===== src/rtl/amo_sequencer.sv =====
// Per-port atomic sequencer: runs one LR, SC or RMW request through memory and the atomic unit.
// Latency: LR 3, RMW 5, SC 3 (success) / 2 (fail); error requests respond after 1 cycle.
module amo_sequencer #(
  parameter int AMO_OP_W = 5,
  parameter int ID_W     = 4
) (
  input  logic                clk,
  input  logic                rst,
  input  logic                req_valid,
  output logic                req_ready,
  input  logic [1:0]          req_type,
  input  logic [AMO_OP_W-1:0] req_op,
  input  logic [31:0]         req_addr,
  input  logic [31:0]         req_data,
  input  logic [ID_W-1:0]     req_id,
  output logic                mem_valid,
  input  logic                mem_ready,
  output logic                mem_we,
  output logic [31:0]         mem_addr,
  output logic [31:0]         mem_wdata,
  input  logic                mem_rvalid,
  input  logic [31:0]         mem_rdata,
  output logic                set_reservation,
  output logic                clear_reservation,
  output logic [31:0]         reservation,
  input  logic                reservation_valid,
  output logic                rmw_valid,
  output logic [AMO_OP_W-1:0] op,
  output logic [31:0]         rs1,
  output logic [31:0]         rs2,
  input  logic [31:0]         rd,
  output logic                rsp_valid,
  input  logic                rsp_ready,
  output logic [31:0]         rsp_data,
  output logic                rsp_err,
  output logic [ID_W-1:0]     rsp_id
);

  typedef enum logic [2:0] {
    IDLE, RD_REQ, RD_WAIT, ALU, SC_CHK, WR_REQ, RSP
  } state_e;

  localparam logic [1:0] T_LR  = 2'd0;
  localparam logic [1:0] T_SC  = 2'd1;
  localparam logic [1:0] T_RMW = 2'd2;
  localparam logic [1:0] T_RSV = 2'd3;

  state_e              state_q, state_d;
  logic [1:0]          type_q, type_d;
  logic [AMO_OP_W-1:0] op_q, op_d;
  logic [31:0]         addr_q, addr_d;
  logic [31:0]         data_q, data_d;
  logic [ID_W-1:0]     id_q, id_d;
  logic [31:0]         load_q, load_d;
  logic [31:0]         wdata_q, wdata_d;
  logic [31:0]         rsp_data_q, rsp_data_d;
  logic                rsp_err_q, rsp_err_d;

  // Everything visible on the ports is reset so the block is quiet during reset.
  always_ff @(posedge clk or posedge rst) begin
    if (rst) begin
      state_q    <= IDLE;
      type_q     <= T_LR;
      op_q       <= '0;
      addr_q     <= '0;
      data_q     <= '0;
      id_q       <= '0;
      load_q     <= '0;
      wdata_q    <= '0;
      rsp_data_q <= '0;
      rsp_err_q  <= 1'b0;
    end else begin
      state_q    <= state_d;
      type_q     <= type_d;
      op_q       <= op_d;
      addr_q     <= addr_d;
      data_q     <= data_d;
      id_q       <= id_d;
      load_q     <= load_d;
      wdata_q    <= wdata_d;
      rsp_data_q <= rsp_data_d;
      rsp_err_q  <= rsp_err_d;
    end
  end

  always_comb begin
    state_d           = state_q;
    type_d            = type_q;
    op_d              = op_q;
    addr_d            = addr_q;
    data_d            = data_q;
    id_d              = id_q;
    load_d            = load_q;
    wdata_d           = wdata_q;
    rsp_data_d        = rsp_data_q;
    rsp_err_d         = rsp_err_q;
    req_ready         = 1'b0;
    mem_valid         = 1'b0;
    mem_we            = 1'b0;
    set_reservation   = 1'b0;
    clear_reservation = 1'b0;
    rmw_valid         = 1'b0;
    rsp_valid         = 1'b0;

    unique case (state_q)
      IDLE: begin
        req_ready = 1'b1;
        if (req_valid) begin
          type_d    = req_type;
          op_d      = req_op;
          addr_d    = req_addr;
          data_d    = req_data;
          id_d      = req_id;
          rsp_err_d = 1'b0;
          if (req_addr[1:0] != 2'b00 || req_type == T_RSV) begin
            rsp_err_d  = 1'b1;
            rsp_data_d = '0;
            state_d    = RSP;
          end else if (req_type == T_SC) begin
            state_d = SC_CHK;
          end else begin
            state_d = RD_REQ;
          end
        end
      end
      RD_REQ: begin
        mem_valid = 1'b1;
        if (mem_ready) state_d = RD_WAIT;
      end
      RD_WAIT: begin
        if (mem_rvalid) begin
          load_d = mem_rdata;
          if (type_q == T_LR) begin
            set_reservation = 1'b1;
            rsp_data_d      = mem_rdata;
            state_d         = RSP;
          end else begin
            state_d = ALU;
          end
        end
      end
      ALU: begin
        rmw_valid = 1'b1;
        wdata_d   = rd;
        state_d   = WR_REQ;
      end
      SC_CHK: begin
        // SC always consumes the reservation, whether or not it stores.
        clear_reservation = 1'b1;
        if (reservation_valid) begin
          wdata_d    = data_q;
          rsp_data_d = '0;
          state_d    = WR_REQ;
        end else begin
          rsp_data_d = 32'd1;
          state_d    = RSP;
        end
      end
      WR_REQ: begin
        mem_valid = 1'b1;
        mem_we    = 1'b1;
        if (mem_ready) begin
          if (type_q == T_RMW) begin
            clear_reservation = 1'b1;
            rsp_data_d        = load_q;
          end
          state_d = RSP;
        end
      end
      RSP: begin
        rsp_valid = 1'b1;
        if (rsp_ready) state_d = IDLE;
      end
      default: state_d = IDLE;
    endcase
  end

  assign mem_addr    = addr_q;
  assign mem_wdata   = wdata_q;
  assign reservation = addr_q;
  assign op          = op_q;
  assign rs1         = load_q;
  assign rs2         = data_q;
  assign rsp_data    = rsp_data_q;
  assign rsp_err     = rsp_err_q;
  assign rsp_id      = id_q;

endmodule


===== config.mk =====
export PLATFORM = sky130hd
export DESIGN_NAME = amo_sequencer
export DESIGN_NICKNAME = d
export VERILOG_FILES = /design/src/rtl/amo_sequencer.sv
export SDC_FILE = /design/constraint.sdc
export NUM_CORES = 1
export LEC_CHECK = 0
export CORE_ASPECT_RATIO = 1.2
export CORE_UTILIZATION = 38
export DETAILED_ROUTE_END_ITERATION = 6
export PLACE_DENSITY = 0.77
export SLEW_MARGIN = 20
export SYNTH_ARGS = -nofsm -noshare
export SYNTH_HDL_FRONTEND = slang
export SYNTH_SLANG_ARGS = --single-unit

===== constraint.sdc =====
create_clock -name clk -period 5.8 [get_ports clk]
set_input_delay 0.87 -clock clk [delete_from_list [all_inputs] [get_ports clk]]
set_output_delay 0.87 -clock clk [all_outputs]
set_load 0.03 [all_outputs]

==> results of run 1 <==
## cell type report
| type | instances | share of cell area |
|---|---|---|
| timing repair buffer | 362 | 0.304 |
| multi-input combinational | 315 | 0.248 |
| clock inverter | 13 | 0.0103 |
| inverter | 4 | 0.00169 |
| tap | 265 | 0.0280 |
| clock buffer | 19 | 0.0382 |
| sequential | 175 | 0.370 |
## cell usage after synthesis (all sizes together)
master  number
dfrtp      175
mux2       139
buf         65
o21ai       37
nand2       34
mux2i       33
a22o        32
nor3         6
clkbuf       5
nor2         5
inv          4
a21oi        3
and2         3
o31ai        3
a211oi       2
a21o         2
nor2b        2
a211o        1
a221oi       1
a22oi        1
a31oi        1
a32o         1
and3         1
and3b        1
nand2b       1
nand3        1
nand3b       1
nor3b        1
nor4         1
o211ai       1
or3          1
## worst max path at each step
stage | from | endpoint | slack, ns | cells past startpoint
after floorplan | rst | mem_addr[0] | 0.18 | 1
after global placement | mem_ready | clear_reservation | 2.36 | 4
after detailed placement | mem_ready | clear_reservation | 2.35 | 4
after CTS | state_q[0] | mem_we | 2.13 | 3
after global routing | state_q[0] | mem_we | 2.01 | 3
final | state_q[0] | mem_we | 2.15 | 3
## logic make-up after synthesis
logic type	share of synthesized area
compound gates	0.0767
buf+inv	0.0670
flops	0.560
mux	0.257
simple gates	0.0401
## critical path, delay by kind of cell (launching register included)
kind / cells / cell delay [ns]
simple gates: 2 / 0.73
buf+inv: 1 / 0.75
flops: 1 / 0.87
## layer usage
layer	GRT usage	routed length, µm	up-vias
li1	-	-	2596
met1	0.240	8360	2753
met2	0.344	10800	213
met3	0.0493	1170	36
met4	0.0904	702	0
met5	0	0	-
## sequential cells by signal, summed over array words and instances, names as in the netlist
signal     cells
rsp_err        1
rs1           32
mem_wdata     32
type_q         2
mem_addr      32
rsp_data      32
op             5
state_q        3
rsp_id         4
rs2           32
## report_power, final
part           total, W  switching [W]  internal [W]
clock network   0.00111       0.000519      0.000590
logic           0.00461        0.00250       0.00211
registers       0.00231       0.000471       0.00184
## metrics by stage
step | area, µm² | total power [W] | hold slack, ns | instances
finish | 11900 | 0.00803 | 0.482 | 1153
global route | 11900 | 0.00841 | 0.502 | 1153
CTS | 11900 | 0.00811 | 0.487 | 1153
detailed placement | 11300 | 0.00697 | 0.470 | 1121
global placement | 11300 | 0.00691 | 0.464 | 1121
floorplan | 7830 | 0.00527 | 0.555 | 564
==> impl_metrics.toml, run 1 <==
[sta]
maximum_clock_rate_mhz = 274
clock_skew_ns = 0.00894
hold_viol = 0
worst-slew-pin-transition_ns = 0.811
final.setup.worst_slack_ns = 2.15
timing_max_transition_violations_final = 0
max_slew_margin = 0.459
setup-tns-final_ns = 0
finalSetupViolCount = 0
min_period_over_period = 0.630
post-route-min-period_ns = 3.65
grt_setup_unrepaired = "false"

[place]
place_ws_ns = 2.35
place_hpwl_mm = 15.2
routabilityCongestion = 0.853
buffer_ports.inserted = 354

[global_route]
grt_antenna_before_repair = 0
grt_use_total = 0.202
overflow = 0
grt_first_pass_wirelength_mm = 32.7
largest_net_degree_at_the_start_of_global_routing = 84
vias_in_the_first_global_route = 5688

[finish]
post_synthesis_to_final_layout_area_growth_pct = 51.4
diodes = 0
post-route-util = 0.587
layout.cells.most_common_list = "354 x sky130_fd_sc_hd__clkdlybuf4s50_1, 175 x sky130_fd_sc_hd__dfrtp_1, 82 x sky130_fd_sc_hd__mux2_2, 34 x sky130_fd_sc_hd__nand2_1, 33 x sky130_fd_sc_hd__mux2i_1"
sequential_cell_area_um2 = 4380
most_common_library_cell_in_the_layout_ignoring_fill_and_taps = "sky130_fd_sc_hd__clkdlybuf4s50_1"
filler_cell_count = 1671
nNetsFinal = 1021
multiInputGateArea_um2 = 2940
drive_gt1_frac = 0.186

[min_path]
min_delay_path_depth = 2
hold_class = "reg -> reg"
worstHoldEndpoint = "mem_wdata[10]"
timing.hold.worst.start = "mem_wdata[10]"

[critical_path]
critical_path.endpoint_type = "primary output"
r2r.worst_path.cells = 5
worst-endpoint-required_ns = 4.93
r2r_start = "state_q[1]"
worstSetupPathType = "reg -> out"
regToRegEndpoint = "rs1[10]"
r2r_slack_ns = 2.82
worstPathArrival_ns = 2.78
timing.critical_path.slowest_stage_cell = "sky130_fd_sc_hd__dfrtp_1"
critical_path.startpoint_type = "register"
critical_path.cell_chain = "nor2b_4 > and2_4 > clkdlybuf4s50_1"
max_stage_delay_ns = 0.87
critPathMaxFanout = 32

[floorplan]
floorplan.die_area_um2 = 21200
start_util = 0.388
core_area_um2 = 20200
number_of_rows_in_the_core_area = 57
boundaryPins = 355
die_w_um = 133
die-height_um = 159

[synthesis]
yosysSeqAreaShare = 0.560
netlist-cell-type-count = 44
netlist_area_um2 = 7830
synthCells = 564
synth.top_cell.area_share = 0.560
synthTopCellsByArea = "sky130_fd_sc_hd__dfrtp_1 56%, sky130_fd_sc_hd__mux2_2 12%, sky130_fd_sc_hd__mux2_4 5.8%"
synthesis.area_per_instance_um2 = 13.9
synthesized_nets = 710
ys_ff_latch = 175
total_of_warnings_raised_by_yosys = 0
yosysTopAreaCell = "sky130_fd_sc_hd__dfrtp_1"

[clocking]
clock_tree.buffer_depth = 2
cts_repair_resize_count = 0
cts_made_buffers = 17
clkTransAtPathRegs_ns = 0.07
cts.htree.levels = 4
cts_tree = "done"
clk_root_buffer_cell = "sky130_fd_sc_hd__clkbuf_16"
cts_setup_buffers = 0
cts-hold-fix-buffers = 0
clock_insertion_delay_at_the_later_pin_of_the_skew_report_ns = 0.42
cts.sinks = 175

[detailed_routing]
route.antenna.remaining_nets = 0
firstDrtPassIters = 4
detailroute.via_count = 5598
routed_wire_length_per_instance_um = 18.3
drt_wl_total_mm = 21.1
vias_per_cell = 4.86
remaining_drc_errors = 0
iter_0_drt_violations = 209

[pwr]
worst_ir_drop_vdd_uv = 457
power.density_cell_area_nw_per_um2 = 677
power.static_leakage_nw = 4.96

[flow_run]
drv.max_cap_violation_count = 0

[outcome]
status = "complete, no violations"
(Power assumes the default switching activity.)
==> run 2: changes to the inputs <==
--- a/config.mk
+++ b/config.mk
@@ -6,9 +6,9 @@
 export NUM_CORES = 1
 export LEC_CHECK = 0
 export CORE_ASPECT_RATIO = 1.2
-export CORE_UTILIZATION = 38
+export CORE_UTILIZATION = 42
 export DETAILED_ROUTE_END_ITERATION = 6
-export PLACE_DENSITY = 0.77
+export PLACE_DENSITY = 0.81
 export SLEW_MARGIN = 20
 export SYNTH_ARGS = -nofsm -noshare
 export SYNTH_HDL_FRONTEND = slang
==> constraint.sdc (replaced) <==
create_clock -name clk -period 3.5 [get_ports clk]
set_input_delay 0.525 -clock clk [delete_from_list [all_inputs] [get_ports clk]]
set_output_delay 0.525 -clock clk [all_outputs]
set_load 0.03 [all_outputs]
==> run 2 against run 1 <==
  * Clock power up 82%
  * Setup slack got worse by 1.6 ns
  * Combinational power grew 67%
  * Critical path depth shrank 1
  * Non-clock buffer count up 4
  * Routed wire length down 1.6%
  * Via count is 0.27% lower
  * Clock skew rose by 0.0065 ns
  * Register-to-register slack worse by 1.8 ns
  * Cell area up 0.62%
  * Power rose by 68%
  * Count of clock-buffer cells in the layout unchanged
  * Critical path type unchanged
==> impl_metrics.toml, run 2 (synthesis gave the netlist of run 1 again) <==
[detailed_routing]
iter_0_drt_violations = 237
vias_per_cell = 4.99
detailroute.via_count = 5583
drt_wl_total_mm = 20.7
firstDrtPassIters = 4
route.antenna.remaining_nets = 0
remaining_drc_errors = 0
routed_wire_length_per_instance_um = 18.5

[floorplan]
floorplan.die_area_um2 = 19200
boundaryPins = 355
die-height_um = 152
start_util = 0.429
core_area_um2 = 18200
die_w_um = 127
number_of_rows_in_the_core_area = 54

[finish]
most_common_library_cell_in_the_layout_ignoring_fill_and_taps = "sky130_fd_sc_hd__clkdlybuf4s50_1"
layout.cells.most_common_list = "354 x sky130_fd_sc_hd__clkdlybuf4s50_1, 175 x sky130_fd_sc_hd__dfrtp_1, 82 x sky130_fd_sc_hd__mux2_2, 34 x sky130_fd_sc_hd__nand2_1, 33 x sky130_fd_sc_hd__mux2i_1"
finish.cell_count_without_fillers = 1118
nNetsFinal = 1025
post_synthesis_to_final_layout_area_growth_pct = 52.4
drive_gt1_frac = 0.189

[place]
routabilityCongestion = 0.863
numPlacedInstances = 1084
place_hpwl_mm = 14.8
buffer_ports.inserted = 354
place_ws_ns = 0.768

[clocking]
cts_repair_resize_count = 0
clock_insertion_delay_at_the_later_pin_of_the_skew_report_ns = 0.43
cts_tree = "done"
clock_tree.buffer_depth = 2
clk_root_buffer_cell = "sky130_fd_sc_hd__clkbuf_16"
cts.sinks = 175
cts_setup_buffers = 0
clkTransAtPathRegs_ns = 0.06
cts-hold-fix-buffers = 0
cts.htree.levels = 4
cts_made_buffers = 17

[sta]
final.setup.worst_slack_ns = 0.515
hold_viol = 0
grt_setup_unrepaired = "false"
clock_skew_ns = 0.0154
min_period_over_period = 0.853
worst-slew-pin-transition_ns = 0.784
post-route-min-period_ns = 2.98
timing_max_transition_violations_final = 0
finalSetupViolCount = 0
maximum_clock_rate_mhz = 335
setup-tns-final_ns = 0
max_slew_margin = 0.477

[outcome]
status = "complete, no violations"

[global_route]
m3_gr_usage = 0.0702
largest_net_degree_at_the_start_of_global_routing = 99
overflow = 0
vias_in_the_first_global_route = 5862
groute.layer.met1.usage = 0.256
grt_antenna_before_repair = 0
gr-max-usage-layer = "met2"
grtUsageMet2 = 0.378
grt_first_pass_wirelength_mm = 32.0
grt_use_total = 0.220

[critical_path]
timing.critical_path.slowest_stage_cell = "sky130_fd_sc_hd__dfrtp_1"
critical_path.cell_chain = "and2_4 > clkdlybuf4s50_1"
worstSetupPathType = "reg -> out"
critical_path.startpoint_type = "register"
worstPathArrival_ns = 2.46
worst-endpoint-required_ns = 2.97
max_stage_delay_ns = 0.76
critPathMaxFanout = 32
critical_path.endpoint_type = "primary output"

[pwr]
power.density_cell_area_nw_per_um2 = 1130
power.static_leakage_nw = 5.02
worst_ir_drop_vdd_uv = 640

[flow_run]
drv.max_cap_violation_count = 0

[min_path]
hold_class = "reg -> reg"
## run 2: cell types whose count changed in the layout (fill, tap and decap cells not counted), sizes merged
| cell | before | now |
|---|---|---|
| inv | 11 | 7 |
| buf | 8 | 12 |
| bufinv | 0 | 3 |
| clkinv | 4 | 5 |
| diode | 0 | 2 |
## run 2: cell type report
type / instances / area [µm²]
antenna: 2 / 5.00
inverter: 4 / 18.8
clock buffer: 19 / 453
timing repair buffer: 366 / 3670
tap: 224 / 280
clock inverter: 13 / 176
multi-input combinational: 315 / 2940
fill: 1388 / 6320
sequential: 175 / 4380
## run 2: metal layers
metal	part of all wire	up-vias
li1	-	2606
met1	0.40	2734
met5	0	-
met2	0.51	215
met3	0.067	28
met4	0.024	0
## run 2: path summary, 6_finish.rpt
kind / from / end / slack (ns) / cells past startpoint
min in group asynchronous: rst / mem_wdata[2] / 0.58 / 3
max in group asynchronous: rst / mem_addr[3] / 2.45 / 3
hold reg to reg: mem_wdata[22] / mem_wdata[22] / 0.48 / 2
hold / removal: mem_wdata[22] / mem_wdata[22] / 0.48 / 2
setup / recovery: state_q[2] / mem_we / 0.52 / 2
setup reg to reg: state_q[1] / rs1[30] / 1.00 / 5
## run 2: worst max-delay path, delay by kind of cell (launching register included)
family | cells | cell delay [ns]
AND/OR/NAND/NOR | 1 | 0.52
buffers and inverters | 1 | 0.75
flip-flops | 1 | 0.76
## run 2: metrics by stage
step | hold slack, ns | utilization | instance area (µm²) | power [W]
after CTS | 0.486 | 0.653 | 11900 | 0.0136
after global routing | 0.497 | 0.653 | 11900 | 0.0142
final | 0.479 | 0.654 | 11900 | 0.0135
after global placement | 0.460 | 0.619 | 11300 | 0.0114
after floorplan | 0.555 | - | 7830 | 0.00874
after detailed placement | 0.470 | 0.619 | 11300 | 0.0116
## run 2: where the power goes
part	switching [W]	total, W	internal [W]
clock network	0.000835	0.00202	0.00118
logic	0.00415	0.00768	0.00353
registers	0.000775	0.00382	0.00304
total	0.00576	0.0135	0.00776
==> run 3: changes to the inputs <==
--- a/config.mk
+++ b/config.mk
@@ -9,7 +9,7 @@
 export CORE_UTILIZATION = 42
 export DETAILED_ROUTE_END_ITERATION = 6
 export PLACE_DENSITY = 0.81
-export SLEW_MARGIN = 20
+export SLEW_MARGIN = 10
 export SYNTH_ARGS = -nofsm -noshare
 export SYNTH_HDL_FRONTEND = slang
 export SYNTH_SLANG_ARGS = --single-unit
==> results of run 3 <==
No change in the layout: final DEF, timing and power equal those of run 2.
